**config.mk**
```make
export PLATFORM = sky130hd
export DESIGN_NAME = dmem_arbiter
export DESIGN_NICKNAME = d
export VERILOG_FILES = /design/src/rtl/dmem_arbiter.sv
export SDC_FILE = /design/constraint.sdc
export NUM_CORES = 1
export LEC_CHECK = 0
export ABC_AREA = 0
export BUFFER_PORTS_ARGS = -buffer_cell sky130_fd_sc_hd__buf_2
export CAP_MARGIN = 20
export CORE_MARGIN = 3
export CORE_UTILIZATION = 41
export DETAILED_ROUTE_END_ITERATION = 7
export PLACE_DENSITY = 0.8
export SETUP_SLACK_MARGIN = 0.1
export SYNTH_ARGS = -nofsm -noshare
export SYNTH_HDL_FRONTEND = slang
export SYNTH_SLANG_ARGS = --single-unit
export TNS_END_PERCENT = 100
```
**constraint.sdc**
```tcl
create_clock -name clk -period 2.4 [get_ports clk]
set_clock_uncertainty 0.1 [all_clocks]
set_input_delay 0.12 -clock clk [delete_from_list [all_inputs] [get_ports clk]]
set_output_delay 0.12 -clock clk [all_outputs]
set_load 0.01 [all_outputs]
```
**src/rtl/dmem_arbiter.sv**
```systemverilog
// dmem_arbiter: two-requester (CPU / host loader) arbiter in front of a
// 1024x32 data memory with async read and sync write. Round-robin on
// contention, with a bounded host burst lock. Read data is returned
// registered one cycle after the accepting edge.
// Optional build macro: DMEM_ARB_STATS_EN adds the cpu_stall_cnt output.
module dmem_arbiter #(
  parameter int unsigned ADDR_W   = 10,
  parameter int unsigned DATA_W   = 32,
  parameter int unsigned LOCK_MAX = 16
) (
  input  logic              clk,
  input  logic              rst,
  input  logic              cpu_req,
  input  logic              cpu_we,
  input  logic [ADDR_W-1:0] cpu_addr,
  input  logic [DATA_W-1:0] cpu_wdata,
  output logic              cpu_gnt,
  output logic              cpu_rvalid,
  output logic [DATA_W-1:0] cpu_rdata,
  input  logic              host_req,
  input  logic              host_we,
  input  logic [ADDR_W-1:0] host_addr,
  input  logic [DATA_W-1:0] host_wdata,
  input  logic              host_lock,
  output logic              host_gnt,
  output logic              host_rvalid,
  output logic [DATA_W-1:0] host_rdata,
  output logic [ADDR_W-1:0] mem_a,
  output logic [ADDR_W-1:0] mem_dpra,
  output logic [DATA_W-1:0] mem_d,
  output logic              mem_we,
  input  logic [DATA_W-1:0] mem_dpo
`ifdef DMEM_ARB_STATS_EN
  ,
  output logic [31:0]       cpu_stall_cnt
`endif
);

  // Owner of the previous cycle's grant.
  typedef enum logic [1:0] {
    IDLE,
    CPU_OWN,
    HOST_OWN,
    HOST_LOCK
  } state_e;

  localparam logic [7:0] LockMax = 8'(LOCK_MAX);

  state_e              state_q, state_d;
  logic [7:0]          lock_cnt_q, lock_cnt_d;
  logic                cpu_rvalid_q, host_rvalid_q;
  logic [DATA_W-1:0]   cpu_rdata_q, host_rdata_q;

  // Grant decision: single requester always wins; contention alternates
  // unless the host holds a lock that has not yet used its budget.
  always_comb begin
    cpu_gnt  = 1'b0;
    host_gnt = 1'b0;
    if (!rst) begin
      if (cpu_req && !host_req) begin
        cpu_gnt = 1'b1;
      end else if (host_req && !cpu_req) begin
        host_gnt = 1'b1;
      end else if (cpu_req && host_req) begin
        case (state_q)
          CPU_OWN:   host_gnt = 1'b1;
          HOST_LOCK: begin
            if (lock_cnt_q < LockMax) host_gnt = 1'b1;
            else                      cpu_gnt  = 1'b1;
          end
          default:   cpu_gnt = 1'b1;
        endcase
      end
    end
  end

  // Next owner state and burst-lock budget counter.
  always_comb begin
    state_d = IDLE;
    if (cpu_gnt)       state_d = CPU_OWN;
    else if (host_gnt) state_d = host_lock ? HOST_LOCK : HOST_OWN;

    lock_cnt_d = lock_cnt_q;
    if (cpu_gnt || !host_lock) begin
      lock_cnt_d = '0;
    end else if (host_gnt && cpu_req && lock_cnt_q != 8'hFF) begin
      lock_cnt_d = lock_cnt_q + 8'd1;
    end
  end

  // Memory pin drive from whichever requester holds the grant.
  always_comb begin
    mem_a  = '0;
    mem_d  = '0;
    mem_we = 1'b0;
    if (cpu_gnt) begin
      mem_a  = cpu_addr;
      mem_d  = cpu_wdata;
      mem_we = cpu_we;
    end else if (host_gnt) begin
      mem_a  = host_addr;
      mem_d  = host_wdata;
      mem_we = host_we;
    end
  end

  assign mem_dpra = mem_a;

  // Owner FSM, lock counter and registered read-return path.
  always_ff @(posedge clk) begin
    if (rst) begin
      state_q       <= IDLE;
      lock_cnt_q    <= '0;
      cpu_rvalid_q  <= 1'b0;
      host_rvalid_q <= 1'b0;
      cpu_rdata_q   <= '0;
      host_rdata_q  <= '0;
    end else begin
      state_q       <= state_d;
      lock_cnt_q    <= lock_cnt_d;
      cpu_rvalid_q  <= cpu_gnt && !cpu_we;
      host_rvalid_q <= host_gnt && !host_we;
      if (cpu_gnt && !cpu_we)   cpu_rdata_q  <= mem_dpo;
      if (host_gnt && !host_we) host_rdata_q <= mem_dpo;
    end
  end

  assign cpu_rvalid  = cpu_rvalid_q;
  assign cpu_rdata   = cpu_rdata_q;
  assign host_rvalid = host_rvalid_q;
  assign host_rdata  = host_rdata_q;

`ifdef DMEM_ARB_STATS_EN
  logic [31:0] stall_cnt_q;

  // Saturating count of cycles the CPU requested but was not granted.
  always_ff @(posedge clk) begin
    if (rst) begin
      stall_cnt_q <= '0;
    end else if (cpu_req && !cpu_gnt && stall_cnt_q != '1) begin
      stall_cnt_q <= stall_cnt_q + 32'd1;
    end
  end

  assign cpu_stall_cnt = stall_cnt_q;
`endif

endmodule

```
[Word-level counts from Yosys, hierarchy flattened]
Cells that the tools add are included.
Word-level totals
  register bits: 76
  input bits: 123
  output and inout port bits: 121
Operators by class
  reduce and logical (&&, ||, !) cells: 15
  muxes and demuxes: 21
  magnitude comparators: 1
  $add $sub $neg: 1
  equal/unequal tests: 3
  bitwise operators: 1
Operator list (count)
  $mux 32: 2
  $mux 10: 2
  $mux 1: 15
  $add 8x1->8 const B: 1
  $lt 8x5->1 const B: 1
  $ne 8x8->1 const B: 1
  $logic_and 1x1->1: 7
  $logic_not 1->1: 5
  $pmux 1 s2: 2
  $reduce_or 3->1: 1
  $eq 2x1->1 const B: 1
  $eq 2x2->1 const B: 1
  $reduce_or 2->1: 1
  $logic_or 1x1->1: 1
  $not 1->1: 1

[Logic depth before layout (Yosys ltp)]
Gate-level depths: netlist (run 1).
  depth in word-level cells: 9
  depth in mapped cells: 7

[Worst setup path before layout (run 1)]
No wires, ideal clock.
  path kind: register -> output
  start: reg lock_cnt_q[7]
  end: out mem_dpra[1]
  setup slack: 372 ps
  data arrival time: 1808 ps
  stages on the path, launching flop included: 8
  path buffers: 3
  path through: dfxtp_1 > o41ai_4 > a31oi_1 > nor2b_1 > buf_2 > buf_2 > a22o_1 > buf_4
Between the ends
  elaborated cells between the ends (all ways): 15
  classes of those cells: order compare: 1; mux: 14
RTL lines
  from (decl): RTL line 50  | logic [7:0] lock_cnt_q, lock_cnt_d;
  from (signal assigned): RTL line 120  | lock_cnt_q <= lock_cnt_d;
  $lt 8x5->1: RTL line 68  | if (lock_cnt_q < LockMax) host_gnt = 1'b1;
  $mux 1: RTL line 68
  $pmux 1 s2: RTL line 65  | case (state_q)
  $mux 1: RTL line 64  | end else if (cpu_req && host_req) begin
  $mux 1: RTL line 62  | end else if (host_req && !cpu_req) begin
  $mux 1: RTL line 60  | if (cpu_req && !host_req) begin
  $mux 1: RTL line 59  | if (!rst) begin
  via cpu_gnt: RTL line 17  | output logic cpu_gnt,
  $mux 10: RTL line 96  | if (cpu_gnt) begin
  to (decl): RTL line 29  | output logic [ADDR_W-1:0] mem_dpra,
The timed path passes the listed nets, and every way through them passes these cells.

[Worst setup path after layout (run 1)]
  start: reg lock_cnt_q[4]
  end: out mem_d[26]
Between the ends
  cells in the longest elaborated chain, start to end: 9
  elaborated cells between the ends (all ways): 15
  classes of those cells: order compare: 1; mux: 14
Ends and longest elaborated chain
  $lt 8x5->1 *: RTL line 68
  $mux 1: RTL line 68
  $pmux 1 s2: RTL line 65
  $mux 1: RTL line 64
  $mux 1: RTL line 62
  $mux 1: RTL line 60
  $mux 1: RTL line 59
  $mux 32: RTL line 100  | end else if (host_gnt) begin
  $mux 32 *: RTL line 96
  to (decl): RTL line 30  | output logic [DATA_W-1:0] mem_d,
Every way passes the cells marked *; elsewhere a longest branch is shown, timed or not.

==> impl_results.md, run 1 <==
* Slowest CP cell: o41ai_4
* Clock Latency Late Sink at around 0.34 ns
* Final Hold Fails at 0
* Mapped cell area at 3390 sq um
* Yosys top cell by area: dfxtp_1
* Crit-path max FO at 7
* Port buffer count at ~240
* Largest net degree at the start of global routing at 66
* Worst VDD drop at between 400 and 500 uV
* Synthesized flop and latch total at between 70 and 80
* Routed wire per std cell at roughly 18 um
* Synth Area in Compound Gates at about 26%
* DR vias at 4145
* Global-route wire length before repair at 21.4 mm
* Fillers at between 600 and 700
* Syn Nets at 535
* Largest family of logic cells by synthesized area: compound AO/OA/AOI/OAI gates
* Row count at 32
* Predominant post-synthesis flop cell: dfxtp_1
* DIE WIDTH at ~97 um
* Fmax achieved at around 430 MHz
* Hold Crit Class: input port to register
* Busiest layer in global routing: met2
* Sink Count at 76
* DR pass1 iterations at 5
* Global placement routability congestion at just under 1
* Remaining DRCs at 0
* Share of cells above drive strength 1 at approximately 44%
* Worst EP required at 2.18 ns
* Least-Margin Pin Slew at 0.466 ns
* Clock root buffer: clkbuf_8
* Initial antenna violation count at 1
* Post-synthesis mux area share at 0%
* Startpoint type of the worst setup path: register
* Post-synth EDFFs at 0
* Die Footprint at 9400 sq um
* Max-Cap Viols at 0
* CTS tree: done
* Top-area cell type share of the netlist area at between 40% and 50%
* Layout Nets at ~800
* Post-Synthesis Cells at 411
* Slew headroom at 69.0%
* Synth Area in XOR/XNOR at 0%
* Most common cell after layout, fill and taps aside: buf_2
* Synth-to-layout area growth at 60.2%
* Post-Synth Adder-Cell Area at 0.369%
* Grt met1 use at between 30 and 40%
* CTS Buf Count at 9
* Remaining antenna violation count at 0
* GRT Total Usage at 28.1%
* Iteration-0 DRC Markers at 250
* Core box area at 7890 sq um
* Post-Synth Simple-Gate Area at roughly 22%
* H-tree levels at 3
* Power Dens Cells at between 500 and 600 nW/um^2
* Crit path cell chain: o41ai_4 -> a31oi_4 -> nor2b_4 -> clkbuf_16 -> a22o_1 -> buf_2
* Final Max Tran Viols at 0
* Synth async-reset ratio at 0%
* I/O pin count at 244
* Final min period at approximately 2.3 ns
* Setup-failing EPs final at 0
* CP arrival at about 2.1 ns
* Remaining global-route overflow at 0
* DP Wirelength at between 9 and 10 mm
* Unrepaired setup endpoints after global routing: yes
* Setup_tns at 0 ns
* Worst Setup End Kind: primary output
* Initial core utilization at between 40% and 50%
* Met2 Usage GRT at between 40 and 50%
* Hold slack at roughly 0.087 ns
* Clk slew on worst S/H paths at 0.08 ns
* Number of global-route vias before repair at a little under 4k
* Most frequent cells in the layout: 234 x buf_2, 99 x nand2_1, 72 x dfxtp_1
* YS warnings at 0
* DR vias/cell at roughly 5.3
* Synth unique cells at 38
* Static leakage at roughly 2.6 nW
* M3 GR Usage at 6.34%
* Setup Crit Path Kind: register to primary output
* Die height at 97.0 um
* Crit path largest cell delay at ~0.44 ns
* Area contributors post-synth: dfxtp_1 45%, a22o_1 11%, nand2_1 11%
* DRT Wirelength at between 10 and 15 mm
* Seq/Total Area, Yosys at approximately 45%
* Final period util at between 90% and 100%
* Synth Area per Inst at around 8.3 sq um
* Longest Clk Path Bufs at 2
* Status: completed
[metrics by stage]
| stage | cell area (sq um) | worst slack [ns] | std cells | power [mW] | utilization, % |
|---|---|---|---|---|---|
| 2_1_floorplan | 3390 | 0.372 | 411 | 1.60 | - |
| 3_3_place_gp | 4640 | 0.141 | 723 | 1.84 | 58.8 |
| 3_5_place_dp | 4640 | 0.0816 | 723 | 1.85 | 58.8 |
| 4_1_cts | 5260 | 0.123 | 780 | 2.74 | 66.7 |
| 5_1_grt | 5440 | 0.0358 | 784 | 2.89 | 68.9 |
| 6_report | 5440 | 0.0993 | 784 | 2.78 | 68.9 |
[sequential cells by signal, indices dropped and copies added, names as in the netlist]
register,flops
cpu_rdata,32
lock_cnt_q,8
host_rdata,32
host_rvalid,1
state_q,2
cpu_rvalid,1
[worst max-delay path, delay by kind of cell, from the launching register on]
kind,cells,cell delay (ns)
flops,1,0.38
simple gates,1,0.18
compound gates,3,0.85
buf+inv,2,0.32
[synth_stat cells, types with 2 or more instances]
cell	instances
nand4_1	2
nand3_1	4
o21ai_0	34
nand2b_1	33
or4_1	2
inv_1	3
nor2b_1	2
nor2_1	4
dfxtp_1	76
nor4_1	3
a31oi_1	2
and3_2	2
o211a_1	2
a22o_1	43
o31ai_1	2
clkbuf_1	14
nand2_1	99
a21oi_1	39
buf_2	15
buf_4	12
[worst paths after layout]
path         depth (start not counted)                           to  slack (ns)                         from
min reg2reg                          2  host_rdata[20]$_SDFFE_PP0P_        0.36  host_rdata[20]$_SDFFE_PP0P_
max                                  6                    mem_d[26]         0.1   lock_cnt_q[4]$_SDFFE_PP0P_
max reg2reg                          7   lock_cnt_q[5]$_SDFFE_PP0P_        0.16   lock_cnt_q[4]$_SDFFE_PP0P_
min                                  3        state_q[1]$_SDFF_PP0_        0.09                      cpu_req
[report_power, final]
| group | internal [mW] | switching, mW | leakage (nW) |
|---|---|---|---|
| Combinational | 0.298 | 0.295 | 1.90 |
| Sequential | 1.30 | 0.0265 | 0.621 |
| Clock | 0.369 | 0.484 | 0.0775 |
| Total | 1.97 | 0.806 | 2.60 |
[cell families (layout without fill, tap and decap cells)]
| family | Yosys count | after routing |
|---|---|---|
| AND/OR/NAND/NOR | 160 | 163 |
| flip-flops | 76 | 76 |
| AO/OA/AOI/OAI | 129 | 129 |
| adder cells (fa/ha/maj) | 1 | 1 |
| buffers and inverters | 45 | 312 |
| other | 0 | 1 |
[routing by layer]
layer	vias to the layer above	wire, um
li1	1960	-
met1	1929	5330
met2	223	7100
met3	33	1160
met4	0	491
met5	-	0
[cell type report]
cell class | instances | area, sq um | share of cell area (%)
clock inverters | 6 | 41.3 | 0.759
flip-flops and latches | 76 | 1530 | 28.2
multi-input cells | 293 | 1790 | 33.0
repair buffers | 293 | 1800 | 33.1
inverters | 4 | 15.0 | 0.276
well taps | 102 | 128 | 2.35
clock buffers | 9 | 124 | 2.28
diodes | 1 | 2.50 | 0.0460
[what timing repair did]
item | CTS | global route
setup endpoints to repair | 55 | 37
cloned | 3 | 1
hold endpoints to repair | 65 | 0
pin swaps | 1 | 14
hold buffers | 33 | 0
gates resized for setup | 9 | 24
setup buffers | 6 | 2
No activity file was read; power rests on OpenSTA's default activity.
==> run 2, diff against run 1 <==
--- a/config.mk
+++ b/config.mk
@@ -9,9 +9,10 @@
 export BUFFER_PORTS_ARGS = -buffer_cell sky130_fd_sc_hd__buf_2
 export CAP_MARGIN = 20
 export CORE_MARGIN = 3
-export CORE_UTILIZATION = 41
+export CORE_UTILIZATION = 42
+export CTS_BUF_LIST = sky130_fd_sc_hd__clkbuf_4 sky130_fd_sc_hd__clkbuf_8
 export DETAILED_ROUTE_END_ITERATION = 7
-export PLACE_DENSITY = 0.8
+export PLACE_DENSITY = 0.81
 export SETUP_SLACK_MARGIN = 0.1
 export SYNTH_ARGS = -nofsm -noshare
 export SYNTH_HDL_FRONTEND = slang
==> constraint.sdc (replaced) <==
create_clock -name clk -period 2.3 [get_ports clk]
set_clock_uncertainty 0.1 [all_clocks]
set_input_delay 0.115 -clock clk [delete_from_list [all_inputs] [get_ports clk]]
set_output_delay 0.115 -clock clk [all_outputs]
set_load 0.01 [all_outputs]
==> run 2 against run 1 <==
Effect of this change: worst setup slack lost 0.029 ns; final area is 1.6% higher; utilization increased by 2.2 points.
==> impl_results.md, run 2 (synthesis gave the netlist of run 1 again) <==
* H-tree levels at 3 (unchanged)
* Remaining global-route overflow at 0 (unchanged)
* Setup Crit Path Kind: register to primary output
* Initial antenna violation count at 4 (+3)
* Die Footprint at 9190 sq um (-2.2%)
* Clock root buffer: clkbuf_8
* Highest routed layer: met5
* Port buffer count at 243 (unchanged)
* Hold Crit Class: input port to register
* DR vias at 4217 (+1.7%)
* Worst Setup End Kind: primary output
* Largest net degree at the start of global routing at 66 (unchanged)
* I/O pin count at 244 (unchanged)
* Global placement routability congestion at 0.794 (-18%)
* Worst EP required at 2.09 ns (-0.09 ns)
* Final min period at about 2.2 ns
* Longest Clk Path Bufs at 2 (unchanged)
* Initial core utilization at 43.7% (+0.67 points)
* Clk slew on worst S/H paths at 0.08 ns (about the same)
* CTS tree: done
* DR pass1 iterations at 5 (unchanged)
* Placement Cell Area at 4640 sq um (+0.11%)
* Slew headroom at 62.3% (-6.6 points)
* Unrepaired setup endpoints after global routing: yes
* Row count at 32 (unchanged)
* Share of cells above drive strength 1 at 43.6% (-0.47 points)
* HP Start: host_we
* Routed wire per std cell at 17.9 um (-0.43%)
* Most common cell after layout, fill and taps aside: buf_2
* GRT Total Usage at 28.7% (+0.59 points)
* DIE WIDTH at 95.9 um (-1.1%)
* Least-Margin Pin Slew at 0.565 ns (+0.0992 ns)
* Clock Latency Late Sink at 0.34 ns (about the same)
* Setup crit start: lock_cnt_q[5]$_SDFFE_PP0P_
* Final Power at 3.25 mW (+17%)
* Startpoint type of the worst setup path: register
* DRT Wirelength at 14.2 mm (+0.59%)
* DR vias/cell at 5.32 (+0.71%)
* CTS Buf Count at 9 (unchanged)
* DP Wirelength at 9.28 mm (-3.5%)
* Final period util at between 90% and 100%
* Final Hold Fails at 0 (unchanged)
* Met2 wire length at 7.02 mm (-1.1%)
* CP arrival at 2.02 ns (-0.06 ns)
* Worst VDD drop at 619 uV (+38%)
* Static leakage at 2.63 nW (+1.2%)
* Max-Cap Viols at 0 (unchanged)
* Met1 Wirelength at 5.03 mm (-5.6%)
* Sink Count at 76 (unchanged)
* Setup-failing EPs final at 0 (unchanged)
* Layout Nets at 805 (+0.50%)
* Power Dens Cells at 588 nW/um^2 (+15%)
* Iteration-0 DRC Markers at 210 (-16%)
* Status: completed
* Fillers at 579 (-6.3%)
* Global-route wire length before repair at 20.4 mm (-4.5%)
* Crit-path max FO at 7 (unchanged)
* Fmax achieved at 448 MHz
* Met3 Wirelength at 1.49 mm (+28%)
* Most frequent cells in the layout: 238 x buf_2, 99 x nand2_1, 73 x dfxtp_1
* Remaining DRCs at 0 (unchanged)
* Synth-to-layout area growth at 62.8%
* Core box area at 7770 sq um (-1.5%)
* Number of global-route vias before repair at 4190 (+5.4%)
* Final Instance Area at 5520 sq um (+1.6%)
* Final Max Tran Viols at 0 (unchanged)
* Die height at 95.9 um (-1.1%)
* Source of the worst register-to-register timing path: lock_cnt_q[5]$_SDFFE_PP0P_
* Remaining antenna violation count at 0 (unchanged)
==> run 2: stage by stage <==
stage	util [%]	TNS (ns)	cells	hold slack [ns]	setup WS (ns)
2_1_floorplan	-	0	411	0.124	0.277
3_3_place_gp	59.7	0	722	0.225	0.0559
3_5_place_dp	59.7	-0.0663	722	0.232	-0.0369
4_1_cts	70.5	0	786	0.0687	0.0653
5_1_grt	71.1	-0.00180	791	0.0870	-0.00180
6_report	71.1	0	792	0.0728	0.0699
==> run 2: critical path, stage by stage, from the launching register on <==
cell and delay, ns:
dfxtp_4 0.37, o41ai_4 0.44, a31oi_4 0.17, nor2b_4 0.17, buf_12 0.15, a22o_1 0.23, buf_2 0.15
==> run 2: power breakdown <==
part | total (mW) | internal, mW | switching [mW]
Sequential | 1.39 | 1.36 | 0.0284
Combinational | 0.620 | 0.313 | 0.307
Clock | 1.24 | 0.728 | 0.512
Total | 3.25 | 2.40 | 0.848
==> run 2: repair_timing <==
item / 4_1_cts / 5_1_grt
endpoints found under the hold margin: 65 / 0
gates cloned: 4 / 0
setup endpoints to repair: 54 / 53
setup buffers: 11 / 2
pin swaps: 13 / 14
gates resized for setup: 20 / 7
hold buffers: 33 / 0
==> run 2: metal layers <==
metal  track usage [%]  vias to the layer above
met5                 0                        -
met4              14.0                        2
met3              8.44                       53
met2              50.6                      266
met1              31.2                     1927
li1                  -                     1969
==> run 2: path summary, 6_finish.rpt <==
path,to,slack [ns],depth (start not counted)
min reg2reg,host_rdata[18]$_SDFFE_PP0P_,0.36,2
max,mem_d[12],0.07,6
min,host_rvalid$_SDFF_PP0_,0.07,4
max reg2reg,lock_cnt_q[4]$_SDFFE_PP0P_,0.14,6
==> run 2: final cells by class <==
| type | instances | area [sq um] | area share (%) |
|---|---|---|---|
| diodes | 4 | 10.0 | 0.181 |
| clock buffers | 9 | 124 | 2.24 |
| clock inverters | 7 | 124 | 2.24 |
| inverters | 4 | 15.0 | 0.272 |
| multi-input cells | 293 | 1740 | 31.5 |
| flip-flops and latches | 76 | 1530 | 27.8 |
| well taps | 102 | 128 | 2.31 |
| repair buffers | 297 | 1850 | 33.5 |
==> run 3, diff against run 2 <==
==> constraint.sdc (replaced) <==
create_clock -name clk -period 2.3 [get_ports clk]
set_clock_uncertainty 0.1 [all_clocks]
set_input_delay 0.115 -clock clk [delete_from_list [all_inputs] [get_ports clk]]
set_output_delay 0.115 -clock clk [all_outputs]
set_load 0.05 [all_outputs]
==> run 3 against run 2 <==
Effect of this change: register-to-register slack got worse by 0.03 ns; sequential share of layout area shrank 1.5 points; clock-buffer cell count grew 1; combinational power is 69% higher; non-clock buffer count is 4 lower; worst setup slack worse by 0.017 ns; die area did not move; cell count shrank 1.4%; sequential cell count did not move; total power grew 13%; largest power group unchanged.
==> impl_results.md, run 3 (synthesis gave the netlist of run 1 again) <==
* Crit path cell chain: o41ai_4 -> a31oi_2 -> nor2b_4 -> buf_12 -> a22o_4 -> buf_6
* Initial core utilization at 43.7% (unchanged)
* Share of cells above drive strength 1 at 45.1% (+1.5 points)
* Hold Crit Class: input port to register
* H-tree levels at 3 (unchanged)
* Initial antenna violation count at 1 (-3)
* Setup Crit Path Kind: register to primary output
* Max-Cap Viols at 0 (unchanged)
* Kind of cell adding the most delay to the critical path: compound AO/OA/AOI/OAI gates
* Layout Nets at 798 (-0.87%)
* Row count at 32 (unchanged)
* Port buffer count at 243 (unchanged)
* Global placement routability congestion at 0.873 (+9.9%)
* Largest net degree at the start of global routing at 66 (unchanged)
* Unrepaired setup endpoints after global routing: yes
* DR pass1 iterations at 4 (-1)
* GRT Total Usage at 29.5% (+0.83 points)
* Synth-to-layout area growth at 72.0%
* CTS Buf Count at 9 (unchanged)
* Setup-failing EPs final at 0 (unchanged)
* Routed wire per std cell at 18.6 um (+3.9%)
* Final period util at 97.7% (+0.75 points)
* Crit-path max FO at 17 (+10)
* Final Hold Fails at 0 (unchanged)
* Global-route wire length before repair at 20.6 mm (+0.95%)
* Die height at 95.9 um (unchanged)
* Most common cell after layout, fill and taps aside: buf_2
* CP arrival at 2.03 ns (about the same)
* Sink Count at 76 (unchanged)
* Startpoint type of the worst setup path: register
* DR vias at 4146 (-1.7%)
* Crit path largest cell delay at 0.40 ns (-0.04 ns)
* Worst VDD drop at 546 uV (-12%)
* Final min period at 2.25 ns (+0.0172 ns)
* Longest Clk Path Bufs at 2 (unchanged)
* Iteration-0 DRC Markers at 256 (+22%)
* Crit path buffers/inverters at 2 (unchanged)
* Clock Latency Late Sink at 0.34 ns (about the same)
* DR vias/cell at 5.31 (-0.30%)
* DRT Wirelength at 14.5 mm (+2.5%)
* Core box area at 7770 sq um (unchanged)
* Remaining global-route overflow at 0 (unchanged)
* Least-Margin Pin Slew at 0.557 ns (-0.00828 ns)
* Die Footprint at 9190 sq um (unchanged)
* Clock root buffer: clkbuf_8
* Fmax achieved at 445 MHz (-0.77%)
* Power Dens Cells at 629 nW/um^2 (+6.9%)
* Remaining DRCs at 0 (unchanged)
* Worst EP required at 2.09 ns (about the same)
* Slowest CP cell: o41ai_4
* Worst Setup End Kind: primary output
* Ant diodes at 0 (-4)
* Static leakage at 2.72 nW (+3.3%)
* CTS tree: done
* Number of global-route vias before repair at 4073 (-2.8%)
* DP Wirelength at 9.59 mm (+3.3%)
* Most frequent cells in the layout: 190 x buf_2, 99 x nand2_1, 72 x dfxtp_1
* Hold slack at 0.103 ns (+0.0299 ns)
* I/O pin count at 244 (unchanged)
* Remaining antenna violation count at 0 (unchanged)
* Status: completed
* Slew headroom at 62.9% (+0.55 points)
* Clk slew on worst S/H paths at 0.07 ns (about the same)
* Final Max Tran Viols at 0 (unchanged)
* Final Power at 3.67 mW (+13%)
* DIE WIDTH at 95.9 um (unchanged)
run 3: cell types whose count changed in the layout (fill, tap and decap cells not counted), moves of 3 or more:
cell and delta:
nor2b_4 -3, a22o_1 -14, diode_2 -4, buf_6 +37
buf_2 -48, buf_4 +3, a22o_4 +14
run 3: repair_timing:
action,4_1_cts,5_1_grt
cloned,0,1
pin swaps,9,15
endpoints found under the hold margin,65,0
setup endpoints to repair,54,53
hold buffers,33,0
gates resized for setup,110,8
setup buffers,4,2
run 3: power breakdown:
part / internal [mW] / switching, mW / total (mW)
logic: 0.387 / 0.665 / 1.05
clock network: 0.735 / 0.493 / 1.23
registers: 1.36 / 0.0287 / 1.39
total: 2.48 / 1.19 / 3.67
run 3: path summary, 6_finish.rpt:
path	start	endpoint	slack [ns]	cells past startpoint
hold reg to reg	host_rdata[4]$_SDFFE_PP0P_	host_rdata[4]$_SDFFE_PP0P_	0.36	2
hold / removal	cpu_req	state_q[1]$_SDFF_PP0_	0.10	3
setup reg to reg	lock_cnt_q[7]$_SDFFE_PP0P_	lock_cnt_q[4]$_SDFFE_PP0P_	0.11	7
setup / recovery	lock_cnt_q[7]$_SDFFE_PP0P_	mem_a[2]	0.05	6
run 3: per-layer routing:
layer	GRT usage, %	wire length (um)	up-vias
li1	-	-	1950
met1	30.8	5010	1922
met2	54.0	7570	230
met3	9.77	1430	42
met4	12.1	504	2
met5	0	20	-
run 3: worst register-to-register path, stage by stage, from the launching register on:
cell and delay (ns):
dfxtp_4 0.37, o41ai_4 0.40, buf_4 0.17, buf_4 0.10
buf_4 0.13, nand4_1 0.19, or4_1 0.52, a21oi_1 0.14
run 3: cell type report:
type | instances | area (sq um)
Fill cell | 539 | 1930
Clock inverter | 6 | 111
Multi-Input combinational cell | 290 | 1810
Sequential cell | 76 | 1530
Timing Repair Buffer | 293 | 2110
Inverter | 4 | 15.0
Clock buffer | 10 | 131
Tap cell | 102 | 128
run 3: per-stage QoR:
| step | utilization (%) | cells | TNS [ns] | cell area, sq um | setup WS [ns] |
|---|---|---|---|---|---|
| after global placement | 61.7 | 725 | 0 | 4790 | 0.360 |
| after CTS | 74.1 | 778 | 0 | 5760 | 0.0772 |
| after floorplan | - | 411 | 0 | 3470 | 0.105 |
| after global routing | 75.1 | 781 | -0.0172 | 5840 | -0.0172 |
| after detailed placement | 61.7 | 725 | 0 | 4790 | 0.283 |
| final | 75.1 | 781 | 0 | 5840 | 0.0526 |
